`src/rtl/sensor_conditioner.sv`:
```
// sensor_conditioner: synchronises, debounces and checks six tank/irrigation sensor inputs.
// Optional tank consistency monitor built when SENSOR_FAULT_EN is defined. Rev 1.0
`default_nettype none

module sensor_conditioner #(
  parameter int TICK_DIV    = 50000,
  parameter int DEB_COUNT   = 20,
  parameter int FAULT_COUNT = 200
) (
  input  logic       clk,
  input  logic       rest,
  input  logic [5:0] raw_in,
  input  logic       fault_clr,
  output logic       H,
  output logic       M,
  output logic       L,
  output logic       Ua,
  output logic       Us,
  output logic       T,
  output logic       ready,
  output logic       upd,
  output logic       sens_fault
);

  localparam int c_PW = (TICK_DIV > 1) ? $clog2(TICK_DIV) : 1;
  localparam int c_DW = $clog2(DEB_COUNT + 1);
  localparam logic [c_PW-1:0] c_PRESC_LAST = c_PW'(TICK_DIV - 1);
  localparam logic [c_DW-1:0] c_DEB_LAST   = c_DW'(DEB_COUNT - 1);

  logic [5:0]      r_sync1;
  logic [5:0]      r_sync2;
  logic [c_PW-1:0] r_presc;
  logic [c_DW-1:0] r_rdy_cnt;
  logic            r_ready;
  logic            r_upd;
  logic            w_tick;
  logic [5:0]      w_out;
  logic [5:0]      w_toggle;

  always_ff @(posedge clk or negedge rest) begin
    if (!rest) begin
      r_sync1 <= '0;
      r_sync2 <= '0;
    end else begin
      r_sync1 <= raw_in;
      r_sync2 <= r_sync1;
    end
  end

  assign w_tick = (r_presc == c_PRESC_LAST);

  always_ff @(posedge clk or negedge rest) begin
    if (!rest) begin
      r_presc <= '0;
    end else if (w_tick) begin
      r_presc <= '0;
    end else begin
      r_presc <= r_presc + 1'b1;
    end
  end

  // A channel output only moves after DEB_COUNT consecutive mismatching ticks.
  for (genvar g = 0; g < 6; g++) begin : g_chan
    logic [c_DW-1:0] r_cnt;
    logic            r_q;

    assign w_toggle[g] = w_tick && (r_sync2[g] != r_q) && (r_cnt == c_DEB_LAST);
    assign w_out[g]    = r_q;

    always_ff @(posedge clk or negedge rest) begin
      if (!rest) begin
        r_cnt <= '0;
        r_q   <= 1'b0;
      end else if (w_tick) begin
        if (r_sync2[g] == r_q) begin
          r_cnt <= '0;
        end else if (r_cnt == c_DEB_LAST) begin
          r_q   <= r_sync2[g];
          r_cnt <= '0;
        end else begin
          r_cnt <= r_cnt + 1'b1;
        end
      end
    end
  end

  always_ff @(posedge clk or negedge rest) begin
    if (!rest) begin
      r_upd     <= 1'b0;
      r_rdy_cnt <= '0;
      r_ready   <= 1'b0;
    end else begin
      r_upd <= |w_toggle;
      if (w_tick && !r_ready) begin
        if (r_rdy_cnt == c_DEB_LAST) begin
          r_ready <= 1'b1;
        end else begin
          r_rdy_cnt <= r_rdy_cnt + 1'b1;
        end
      end
    end
  end

`ifdef SENSOR_FAULT_EN
  localparam int c_FW = $clog2(FAULT_COUNT + 1);
  localparam logic [c_FW-1:0] c_FAULT_MAX  = c_FW'(FAULT_COUNT);
  localparam logic [c_FW-1:0] c_FAULT_LAST = c_FW'(FAULT_COUNT - 1);

  logic [c_FW-1:0] r_fcnt;
  logic            r_fault;
  logic            w_incons;
  logic            w_fset;

  // A higher level sensor wet while a lower one is dry cannot happen physically.
  assign w_incons = (w_out[5] & ~w_out[4]) | (w_out[4] & ~w_out[3]);
  assign w_fset   = w_tick && w_incons && (r_fcnt == c_FAULT_LAST);

  always_ff @(posedge clk or negedge rest) begin
    if (!rest) begin
      r_fcnt  <= '0;
      r_fault <= 1'b0;
    end else if (w_fset) begin
      r_fcnt  <= c_FAULT_MAX;
      r_fault <= 1'b1;
    end else if (fault_clr) begin
      r_fcnt  <= '0;
      r_fault <= 1'b0;
    end else if (w_tick) begin
      if (!w_incons) begin
        r_fcnt <= '0;
      end else if (r_fcnt != c_FAULT_MAX) begin
        r_fcnt <= r_fcnt + 1'b1;
      end
    end
  end

  assign sens_fault = r_fault;
`else
  logic w_unused_fault_clr;
  assign w_unused_fault_clr = fault_clr;
  assign sens_fault         = 1'b0;
`endif

  assign {H, M, L, Ua, Us, T} = w_out;
  assign ready = r_ready;
  assign upd   = r_upd;

endmodule

`default_nettype wire

```
`config.mk`:
```
export PLATFORM = sky130hd
export DESIGN_NAME = sensor_conditioner
export DESIGN_NICKNAME = d
export VERILOG_FILES = /design/src/rtl/sensor_conditioner.sv
export SDC_FILE = /design/constraint.sdc
export NUM_CORES = 1
export LEC_CHECK = 0
export ABC_AREA = 1
export CORE_UTILIZATION = 30
export CTS_CLUSTER_DIAMETER = 120
export DETAILED_ROUTE_END_ITERATION = 12
export GPL_TIMING_DRIVEN = 0
export PLACE_DENSITY = 0.47
export SLEW_MARGIN = 10
export SYNTH_ARGS = -nofsm -noshare
export SYNTH_HDL_FRONTEND = slang
export SYNTH_SLANG_ARGS = --single-unit
```
`constraint.sdc`:
```
create_clock -name clk -period 2.5 [get_ports clk]
set_input_delay 0.625 -clock clk [delete_from_list [all_inputs] [get_ports clk]]
set_output_delay 0.625 -clock clk [all_outputs]
set_load 0.02 [all_outputs]
```
After elaboration in Yosys (flattened, before gate mapping). Index checks and enable logic that the tools add are counted.

Input bits: 9. Register bits after elaboration: 71.

Bitwise operators: 7. Eq/ne operators: 20. Mux-type cells: 13. Add/sub/neg operators: 8. Reductions and logical operators: 23.

Operators by type and width (number): two-way mux 5 bit (12); adder 5 x 1 -> 5 bit (second input constant) (7); == test 5 bit (second input constant) (7); AND reduction 3 bit (6); adder 16 x 1 -> 16 bit (second input constant) (1); == test 16 bit (second input constant) (1); two-way mux 16 bit (1); logical AND 1 bit (13); NOT 1 bit (7); == test 1 bit (6); != test 1 bit (6); OR reduction 6 bit (1); AND reduction 2 bit (2); logical NOT 1 bit (1).

Longest topological paths before layout. Gate-level depths: netlist of run 1.

Depth after elaboration: 4. Gate-level depth with buffers: 11. Gate-level depth less buffers: 10.

Worst setup path before layout of run 1. OpenSTA, ideal clock, no wires.

Path type: register to register. Start: reg r_presc[0]. End: reg r_rdy_cnt[1]. Arrival time: 1.317 ns. Required time: 2.384 ns. Buffers on the path: 1. Library setup time: 0.116 ns. Setup slack: 1.067 ns. Cell stages (with the launch flop): 10. Cell sequence: dfrtp_1 -> ha_1 -> nand3_2 -> nor2_4 -> nand2_4 -> clkinv_4 -> buf_6 -> nand3_2 -> nand2_1 -> nand2_1.

Word-level cells in the longest chain between the ends: 3.

RTL lines: start, declared (RTL line 32) `logic [c_PW-1:0] r_presc;`; start signal, assigned (RTL line 58) `r_presc <= r_presc + 1'b1;`; == test 16 bit (RTL line 50) `assign w_tick = (r_presc == c_PRESC_LAST);`; logical AND 1 bit (RTL line 94) `if (w_tick && !r_ready) begin`; AND reduction 2 bit (no line); end signal, assigned (RTL line 98) `r_rdy_cnt <= r_rdy_cnt + 1'b1;`; end, declared (RTL line 33) `logic [c_DW-1:0] r_rdy_cnt;`.

No other way between the ends. A chain may end at the register's enable or synchronous reset.

Worst setup path in the final report of run 1.
Start: reg g_chan[0].r_q (netlist: T). End: out T.

RTL lines: start, declared (RTL line 65) `logic r_q;`; start signal, assigned (RTL line 78) `r_q <= r_sync2[g];`; end, declared (RTL line 19) `output logic T,`.

No word-level cell between the ends.

==> flow_summary_export.csv, run 1 <==
group,metric,value,unit
timing,finClkSkew,10.13,ps
floorplan,core,10840,sq um
critical_path,path_max_fanout,3,
global_route,use_met1,0.1755,
critical_path,start_kind,"flop",
clocking,numCtsBuffers,9,
critical_path,endpoint_kind,"primary output",
floorplan,ios,18,
routing,drt-initial-drc-count,101,
yosys,ys_seq_elements,71,
critical_path,worstPathRequired,1880,ps
yosys,ys_warn_count,0,
floorplan,die-width,107.6,um
yosys,ys_types,31,
timing,finalMaxSlewViolations,0,
critical_path,cp_cell_sequence,"clkdlybuf4s50_1",
timing,fin_crit,2002,ps
timing,slew_headroom,0.6417,
critical_path,crit_arrival,1380,ps
layout,final_common_cell,"nand2_1",
clocking,cts_setup_buffers,0,
clocking,cts.clk_slew.worst_paths,70,ps
flow_run,maxCapViolations,0,
power_and_ir_drop,p_leak,1.817,nW
critical_path,criticalPathCategory,"flop to primary output",
global_route,grt_pass1_vias,2396,
yosys,synth_top_area_share,0.5308,
power_and_ir_drop,p_per_area,542.4,nW/um^2
layout,nets,412,
hold_path,min_path_type,"input pin to async pin",
placement,place_hpwl,4.480,mm
clocking,cts_max_level,3,
clocking,worstSkewPairLatency,340,ps
yosys,synth_top_area_cell,"dfrtp_1",
placement,dpl_worst_slack,697.0,ps
routing,vias,2452,
global_route,met2_usage,0.1900,
routing,wl_per_cell,11.78,um
layout,final_util,0.3587,
clocking,cts_tree,"done",
routing,antenna_left,0,
placement,place.gp.congestion,0.8397,
floorplan,die_h,107.6,um
timing,finalHoldViolations,0,
layout,multi_input_area,1386,sq um
yosys,synthCells,368,
critical_path,max_stage_delay,630,ps
global_route,grt_pass1_wl,11.34,mm
timing,fmax,499.5,MHz
routing,firstDrtPassIters,4,
timing,setup_viol,0,
clocking,cts_max_path_buffers,2,
critical_path,critical_path.top_delay_family,"buffers and inverters",
global_route,overflow,0,
layout,fillers,1123,
timing,rsz0062_at_grt,"no",
global_route,use_met3,0.03874,
layout,layout-drive-gt1-share,0.08000,
status,outcome,"complete, no violations",
routing,totalWireLength,6.360,mm
yosys,seq_area_frac_synth,0.5308,
global_route,busiest_layer,"met2",
routing,routed_via_density,4.541,
timing,fin_crit_sh,0.8009,
clocking,cts_root_buffer,"clkbuf_8",
layout,syn_to_final_growth,16.19,%
floorplan,dieArea,11580,sq um
power_and_ir_drop,vdd_drop_max,0.0002465,V
yosys,syn-num-nets,385,
critical_path,path_buf_inv,1,
timing,worst_slack,497.9,ps
floorplan,start_util,0.3087,
global_route,antenna_found_initial,0,
yosys,synth.avg_cell_area,9.095,sq um
placement,portBuffers,15,
timing,tightest_slew,537.5,ps
global_route,grt_max_degree,54,
critical_path,critPathSlowestCell,"clkdlybuf4s50_1",
clocking,cts_hold_buf,0,
layout,diodes,0,
floorplan,rows,38,
clocking,clkSinkCount,71,
global_route,grt_usage,0.1278,
layout,ff_latch_area,1777,sq um
clocking,postCtsResizedCells,0,
layout,final_cell_mix,"nand2_1 (83), dfrtp_1 (71), inv_1 (36)",
yosys,synth_area_leaders,"dfrtp_1 (53%), nand2_1 (9.3%), xor2_1 (6.5%), o21ai_0 (4.3%), inv_1 (4.0%)",
yosys,syn_area,3347,sq um
routing,drc,0,
==> worst reg2reg max path, stage by stage, from the launching register on <==
cell	delay, ps
dfrtp_1	380
ha_1	210
nand3_2	140
inv_1	150
nand4_1	120
nor2_1	310
nand3_1	200
nand2_1	100
nand2_1	50
==> where the power goes <==
group	internal [mW]	switching (mW)
combinational	0.0173	0.0296
sequential	1.16	0.00479
clock	0.488	0.412
total	1.66	0.446
==> state kept, by name, indices dropped and copies added (netlist names) <==
signal and count:
H 1, L 1, M 1, T 1, Ua 1, Us 1
g_chan.r_cnt 30, r_presc 16, r_rdy_cnt 5, r_sync1 6, r_sync2 6, ready 1
upd 1
==> per-layer routing <==
layer | vias up | routed length [um]
li1 | 1250 | -
met1 | 1158 | 3230
met2 | 38 | 2767
met3 | 6 | 302
met4 | 0 | 59
met5 | - | 0
==> synthesized netlist by cell type <==
cell type,n
nand2_4,1
nor2_4,2
nand3b_2,1
nand3_1,27
nand3_2,3
dfrtp_1,71
nand3b_1,4
nor2_1,23
buf_4,1
clkinv_2,1
inv_1,36
buf_6,1
clkinv_4,1
buf_2,1
inv_2,1
nor3_1,10
nand2_1,83
xnor2_1,7
or2_2,1
a21oi_1,2
o21ai_1,9
nand2_2,2
nand4_1,12
clkbuf_1,2
ha_1,8
xor2_1,25
o21ai_0,29
a31oi_1,1
o211ai_1,1
nor2_2,1
conb_1,1
==> final cells by class <==
class / count / share of cell area
clock inverter: 3 / 0.01094
buffer: 5 / 0.008044
sequential: 71 / 0.4569
timing repair buffer: 16 / 0.04505
multi-input combinational: 253 / 0.3565
clock buffer: 13 / 0.03829
tap: 140 / 0.04505
inverter: 39 / 0.03925
==> final timing paths <==
| kind | start | to | slack (ps) | depth (start not counted) |
|---|---|---|---|---|
| hold / removal | rest | g_chan[1].r_cnt[3] | 160 | 1 |
| max in group asynchronous | rest | r_rdy_cnt[3] | 1790 | 2 |
| hold reg to reg | r_sync1[1] | r_sync2[1] | 350 | 0 |
| setup reg to reg | r_presc[0] | r_rdy_cnt[3] | 710 | 8 |
| setup / recovery | T | T | 500 | 1 |
| min in group clk | r_sync1[1] | r_sync2[1] | 350 | 0 |
==> logic make-up (layout without fill, tap and decap cells) <==
group / after synthesis / after routing / synth area share
AOI/OAI and AO/OA: 42 / 42 / 0.06393
and+or+nand+nor: 170 / 170 / 0.2355
DFF: 71 / 71 / 0.5308
xor gates and xnor gates: 32 / 32 / 0.08374
other: 1 / 1 / 0.001120
adders and majority gates: 8 / 8 / 0.02991
buffers and inverters: 44 / 76 / 0.05495
==> through the flow <==
stage / hold slack [ps] / power, mW / setup TNS [ps] / area [sq um] / cells
after floorplan: 329.4 / 1.193 / 0 / 3347 / 368
after global placement: 331.7 / 1.230 / -130230 / 3672 / 523
after detailed placement: 337.0 / 1.235 / 0 / 3697 / 524
after CTS: 151.6 / 2.156 / 0 / 3889 / 540
after global routing: 154.3 / 2.216 / 0 / 3889 / 540
final: 162.0 / 2.109 / 0 / 3889 / 540
Note: power is estimated with default switching activity, not from simulation.
==> run 2, diff against run 1 <==
==> constraint.sdc (replaced) <==
create_clock -name clk -period 1.88 [get_ports clk]
set_input_delay 0.47 -clock clk [delete_from_list [all_inputs] [get_ports clk]]
set_output_delay 0.47 -clock clk [all_outputs]
set_load 0.02 [all_outputs]
==> run 2 against run 1 <==
Net effect:
- clock-buffer cell count unchanged
- final cell count up 1.1%
- sequential cell count unchanged
- register-to-register slack worse by 510 ps
- combinational power up 36%
- largest power group unchanged
- highest routed layer unchanged
==> flow_summary_export.csv, run 2 (same netlist as run 1, synthesis figures left out) <==
group,metric,value,unit
critical_path,rr_endpoint,"r_rdy_cnt[3]",
global_route,grt_pass1_wl,11.34,mm
power_and_ir_drop,vdd_drop_max,0.0003275,V
layout,regMostFlops,"g_chan.r_cnt",
floorplan,ios,18,
layout,ff_latch_area,1777,sq um
timing,finalHoldViolations,0,
floorplan,die_h,107.6,um
floorplan,dieArea,11580,sq um
clocking,cts_max_path_buffers,2,
placement,place.gp.congestion,0.8397,
critical_path,worstPathRequired,1410,ps
floorplan,rows,38,
clocking,cts.clk_slew.worst_paths,70,ps
power_and_ir_drop,p_per_area,710.6,nW/um^2
timing,rsz0062_at_grt,"no",
layout,nets,418,
layout,top_regs,"g_chan.r_cnt (30), r_presc (16)",
critical_path,cp-endpoint,"H",
clocking,cts_max_level,3,
timing,finClkSkew,10.12,ps
timing,worst_slack,61.87,ps
critical_path,critPathSlowestCell,"clkdlybuf4s50_1",
routing,totalWireLength,6.383,mm
global_route,grt_max_degree,54,
flow_run,maxCapViolations,0,
critical_path,path_max_fanout,3,
critical_path,timing.rr.start,"r_presc[0]",
routing,firstDrtPassIters,4,
floorplan,start_util,0.3087,
layout,diodes,0,
clocking,worstSkewPairLatency,340,ps
timing,setup_viol,0,
global_route,grt_pass1_vias,2396,
critical_path,critical_path.top_delay_family,"buffers and inverters",
routing,routed_via_density,4.474,
hold_path,min_path_type,"flop to flop",
critical_path,endpoint_kind,"primary output",
power_and_ir_drop,p_leak,1.945,nW
critical_path,criticalPathCategory,"flop to primary output",
layout,largest_reg_flops,30,
floorplan,core,10840,sq um
layout,layout-drive-gt1-share,0.09606,
status,outcome,"complete, no violations",
global_route,grt_usage,0.1278,
critical_path,critPathLaunch,"H",
timing,fin_crit,1818,ps
clocking,cts_root_buffer,"clkbuf_8",
critical_path,ff2ff_setup_slack,200,ps
layout,syn_to_final_growth,18.09,%
routing,drt-initial-drc-count,102,
global_route,overflow,0,
layout,final_cell_mix,"nand2_1 (83), dfrtp_1 (71), inv_1 (36)",
timing,fmax,550.0,MHz
timing,setup_tns,0,ps
routing,antenna_left,0,
critical_path,path_buf_inv,1,
layout,fillers,1120,
critical_path,path_depth,1,
placement,place_hpwl,4.480,mm
clocking,clkSinkCount,71,
layout,final_common_cell,"nand2_1",
routing,wl_per_cell,11.69,um
placement,portBuffers,15,
critical_path,max_stage_delay,620,ps
critical_path,cp_cell_sequence,"clkdlybuf4s50_1",
global_route,antenna_found_initial,0,
timing,finalMaxSlewViolations,0,
critical_path,crit_arrival,1350,ps
power_and_ir_drop,total_power,2.809,mW
clocking,cts_tree,"done",
routing,vias,2443,
critical_path,start_kind,"flop",
routing,drc,0,
layout,multi_input_area,1389,sq um
clocking,numCtsBuffers,9,
placement,dpl_worst_slack,76.96,ps
floorplan,die-width,107.6,um
timing,fin_crit_sh,0.9671,
critical_path,reg2reg_depth,8,
## run 2: cell types whose count changed in the layout (fill, tap and decap cells not counted)
| cell | delta |
|---|---|
| buf_4 | +5 |
| clkdlybuf4s50_1 | -5 |
| nor2_2 | +1 |
| clkbuf_1 | -1 |
| nor2_1 | -1 |
| dlygate4sd3_1 | +1 |
| dlymetal6s2s_1 | +5 |
| clkbuf_2 | +1 |
## run 2: metal layers
| metal | global-route usage | wire (um) |
|---|---|---|
| met1 | 0.1755 | 3287 |
| met2 | 0.1900 | 2770 |
| met3 | 0.03874 | 265 |
| met4 | 0.04403 | 60 |
| met5 | 0 | 0 |
## run 2: timing repair
item / CTS / global route
buffers inserted: 0 / 5
hold endpoints to repair: 11 / 0
endpoints found under the setup margin: 0 / 36
gates resized for setup: 0 / 8
hold buffers: 1 / 0
## run 2: worst min path at each step
stage                      end        from  cells past startpoint  slack (ps)
global placement    r_sync2[5]  r_sync1[5]                      0         330
detailed placement  r_sync2[1]  r_sync1[1]                      0         340
floorplan                    H        rest                      0         170
finish              r_sync2[1]  r_sync1[1]                      0         350
CTS                 r_sync2[1]  r_sync1[1]                      0         350
global route        r_sync2[4]  r_sync1[4]                      0         360
## run 2: stage by stage
stage	util	area (sq um)	hold WS [ps]	instances
global route	0.3646	3953	356.9	546
detailed placement	0.3411	3697	337.0	524
CTS	0.3596	3899	353.5	541
finish	0.3646	3953	350.0	546
global placement	0.3388	3672	331.7	523
floorplan	-	3347	174.4	368
## run 2: area by class of cell
class,count,area share
plain buffers,5,0.008230
clock buffers,13,0.03767
clock inverters,3,0.01076
inverters,39,0.03862
multi-input cells,253,0.3514
flip-flops and latches,71,0.4495
well taps,140,0.04432
repair buffers,22,0.05951
## run 2: power by group
group          internal (mW)  total (mW)  switching (mW)  leakage (nW)
registers               1.54        1.55         0.00633         0.950
clock network          0.649        1.20           0.550        0.0936
logic                 0.0244      0.0637          0.0393         0.901
total                   2.21        2.81           0.596          1.94
==> run 3, diff against run 2 <==
--- a/config.mk
+++ b/config.mk
@@ -9,8 +9,10 @@
 export CORE_UTILIZATION = 30
 export CTS_CLUSTER_DIAMETER = 120
 export DETAILED_ROUTE_END_ITERATION = 12
+export GPL_ROUTABILITY_DRIVEN = 1
 export GPL_TIMING_DRIVEN = 0
 export PLACE_DENSITY = 0.47
+export SETUP_SLACK_MARGIN = 0.4
 export SLEW_MARGIN = 10
 export SYNTH_ARGS = -nofsm -noshare
 export SYNTH_HDL_FRONTEND = slang
==> run 3 against run 2 <==
Net effect:
- combinational power increased by 2%
- sequential share of layout area decreased by 3.2 points
- final area increased by 7.6%
- routed wire length increased by 9.3%
- critical path depth increased by 6
- critical path type is now flop to flop
==> flow_summary_export.csv, run 3 (same netlist as run 1, synthesis figures left out) <==
group,metric,value,unit
status,outcome,"complete, no violations",
global_route,grt_usage,0.1358,
critical_path,worstPathRequired,2140,ps
timing,finalHoldViolations,0,
layout,ff_latch_area,1777,sq um
placement,place.gp.congestion,0.8397,
clocking,worstSkewPairLatency,340,ps
timing,finClkSkew,12.07,ps
power_and_ir_drop,p_leak,2.004,nW
routing,totalWireLength,6.978,mm
routing,firstDrtPassIters,4,
layout,multi_input_area,1516,sq um
floorplan,core,10840,sq um
routing,drt-initial-drc-count,133,
layout,final_cell_mix,"nand2_1 (78), dfrtp_1 (71), inv_1 (35)",
placement,portBuffers,15,
global_route,overflow,0,
power_and_ir_drop,vdd_drop_max,0.0003275,V
clocking,cts_root_buffer,"clkbuf_8",
placement,post-place-cells,524,
routing,drc,0,
clocking,numCtsBuffers,9,
layout,top_regs,"g_chan.r_cnt (30), r_presc (16)",
power_and_ir_drop,p_per_area,662.8,nW/um^2
timing,fin_crit_sh,0.8093,
hold_path,min_path_type,"flop to flop",
timing,worst_slack,358.5,ps
layout,layout-drive-gt1-share,0.2196,
layout,syn_to_final_growth,27.10,%
critical_path,start_kind,"flop",
timing,rsz0062_at_grt,"yes",
layout,final_common_cell,"nand2_1",
global_route,antenna_found_initial,0,
timing,fin_crit,1522,ps
floorplan,rows,38,
timing,fmax,657.2,MHz
clocking,cts_max_level,3,
placement,place_hpwl,4.480,mm
global_route,grt_pass1_wl,11.99,mm
layout,fillers,1083,
placement,dpl_worst_slack,76.96,ps
routing,routed_via_density,4.465,
critical_path,criticalPathCategory,"flop to flop",
clocking,cts_tree,"done",
layout,finalNonFillerCells,568,
floorplan,die_h,107.6,um
layout,regMostFlops,"g_chan.r_cnt",
layout,diodes,0,
floorplan,dieArea,11580,sq um
flow_run,maxCapViolations,0,
layout,nets,440,
clocking,cts.clk_slew.worst_paths,80,ps
layout,final_util,0.3924,
clocking,clkSinkCount,71,
critical_path,endpoint_kind,"flop",
layout,largest_reg_flops,30,
timing,finalMaxSlewViolations,0,
routing,wl_per_cell,12.29,um
global_route,grt_max_degree,54,
routing,vias,2536,
timing,setup_viol,0,
critical_path,crit_arrival,1780,ps
floorplan,die-width,107.6,um
floorplan,ios,18,
critical_path,path_max_fanout,5,
routing,antenna_left,0,
global_route,grt_pass1_vias,2485,
clocking,cts_max_path_buffers,2,
floorplan,start_util,0.3087,
==> run 3: cell count changes in the layout (fill, tap and decap cells not counted), sizes merged <==
cell           before  now
clkinv              3    4
buf                10   37
nand2              86   87
dlymetal6s2s        5    0
clkdlybuf4s50       9    6
bufbuf              0    1
clkdlybuf4s15       0    1
clkbuf             15   14
==> run 3: metrics by stage <==
step           cell area [sq um]  TNS, ps  hold WS (ps)  total power, mW
5_1_grt                     4254        0         356.9            2.956
3_5_place_dp                3697        0         337.0            1.642
3_3_place_gp                3672  -163240         331.7            1.635
4_1_cts                     4136        0         353.5            2.868
2_1_floorplan               3347        0         174.4            1.586
6_report                    4254        0         350.0            2.820
==> run 3: what timing repair did <==
item                                    4_1_cts  5_1_grt
endpoints found under the setup margin       60       54
hold buffers                                  1        0
pin swaps                                     9       10
setup buffers                                17        7
cloned                                        3        0
resized for setup                            60       34
endpoints found under the hold margin        11        0
==> run 3: area by class of cell <==
cell class,count,area share
sequential,71,0.4176
multi-input combinational,254,0.3565
timing repair buffer,42,0.08735
tap,140,0.04118
inverter,39,0.03765
clock buffer,13,0.03500
buffer,5,0.01265
clock inverter,3,0.01000
timing repair inverter,1,0.002059
==> run 3: where the power goes <==
part	switching [mW]	total (mW)	internal (mW)
clock network	0.560	1.21	0.649
registers	0.00641	1.55	1.54
logic	0.0404	0.0648	0.0244
total	0.607	2.82	2.21
==> run 3: path summary, 6_finish.rpt <==
check | slack (ps) | start | cells after the start | endpoint
setup / recovery | 360 | r_presc[10] | 7 | g_chan[5].r_cnt[1]
hold / removal | 350 | r_sync1[1] | 0 | r_sync2[1]
setup reg to reg | 360 | r_presc[10] | 7 | g_chan[5].r_cnt[1]
hold reg to reg | 350 | r_sync1[1] | 0 | r_sync2[1]
max in group asynchronous | 780 | rest | 3 | r_rdy_cnt[2]
min in group asynchronous | 550 | rest | 2 | Us
==> run 3: worst max-delay path, cell delays in order (launching register included) <==
cell and delay, ps:
dfrtp_1 400, nor2_2 170, nand3_2 100, nor2_4 180
nand2_4 130, clkinv_8 90, nand3b_1 180, o21ai_1 180
==> run 3: routing by layer <==
metal / vias up / GRT usage / routed length (um)
met2: 35 / 0.2038 / 3012
met4: 0 / 0.04403 / 54
met3: 5 / 0.03753 / 270
li1: 1304 / - / -
met1: 1192 / 0.1883 / 3640
met5: - / 0 / 0
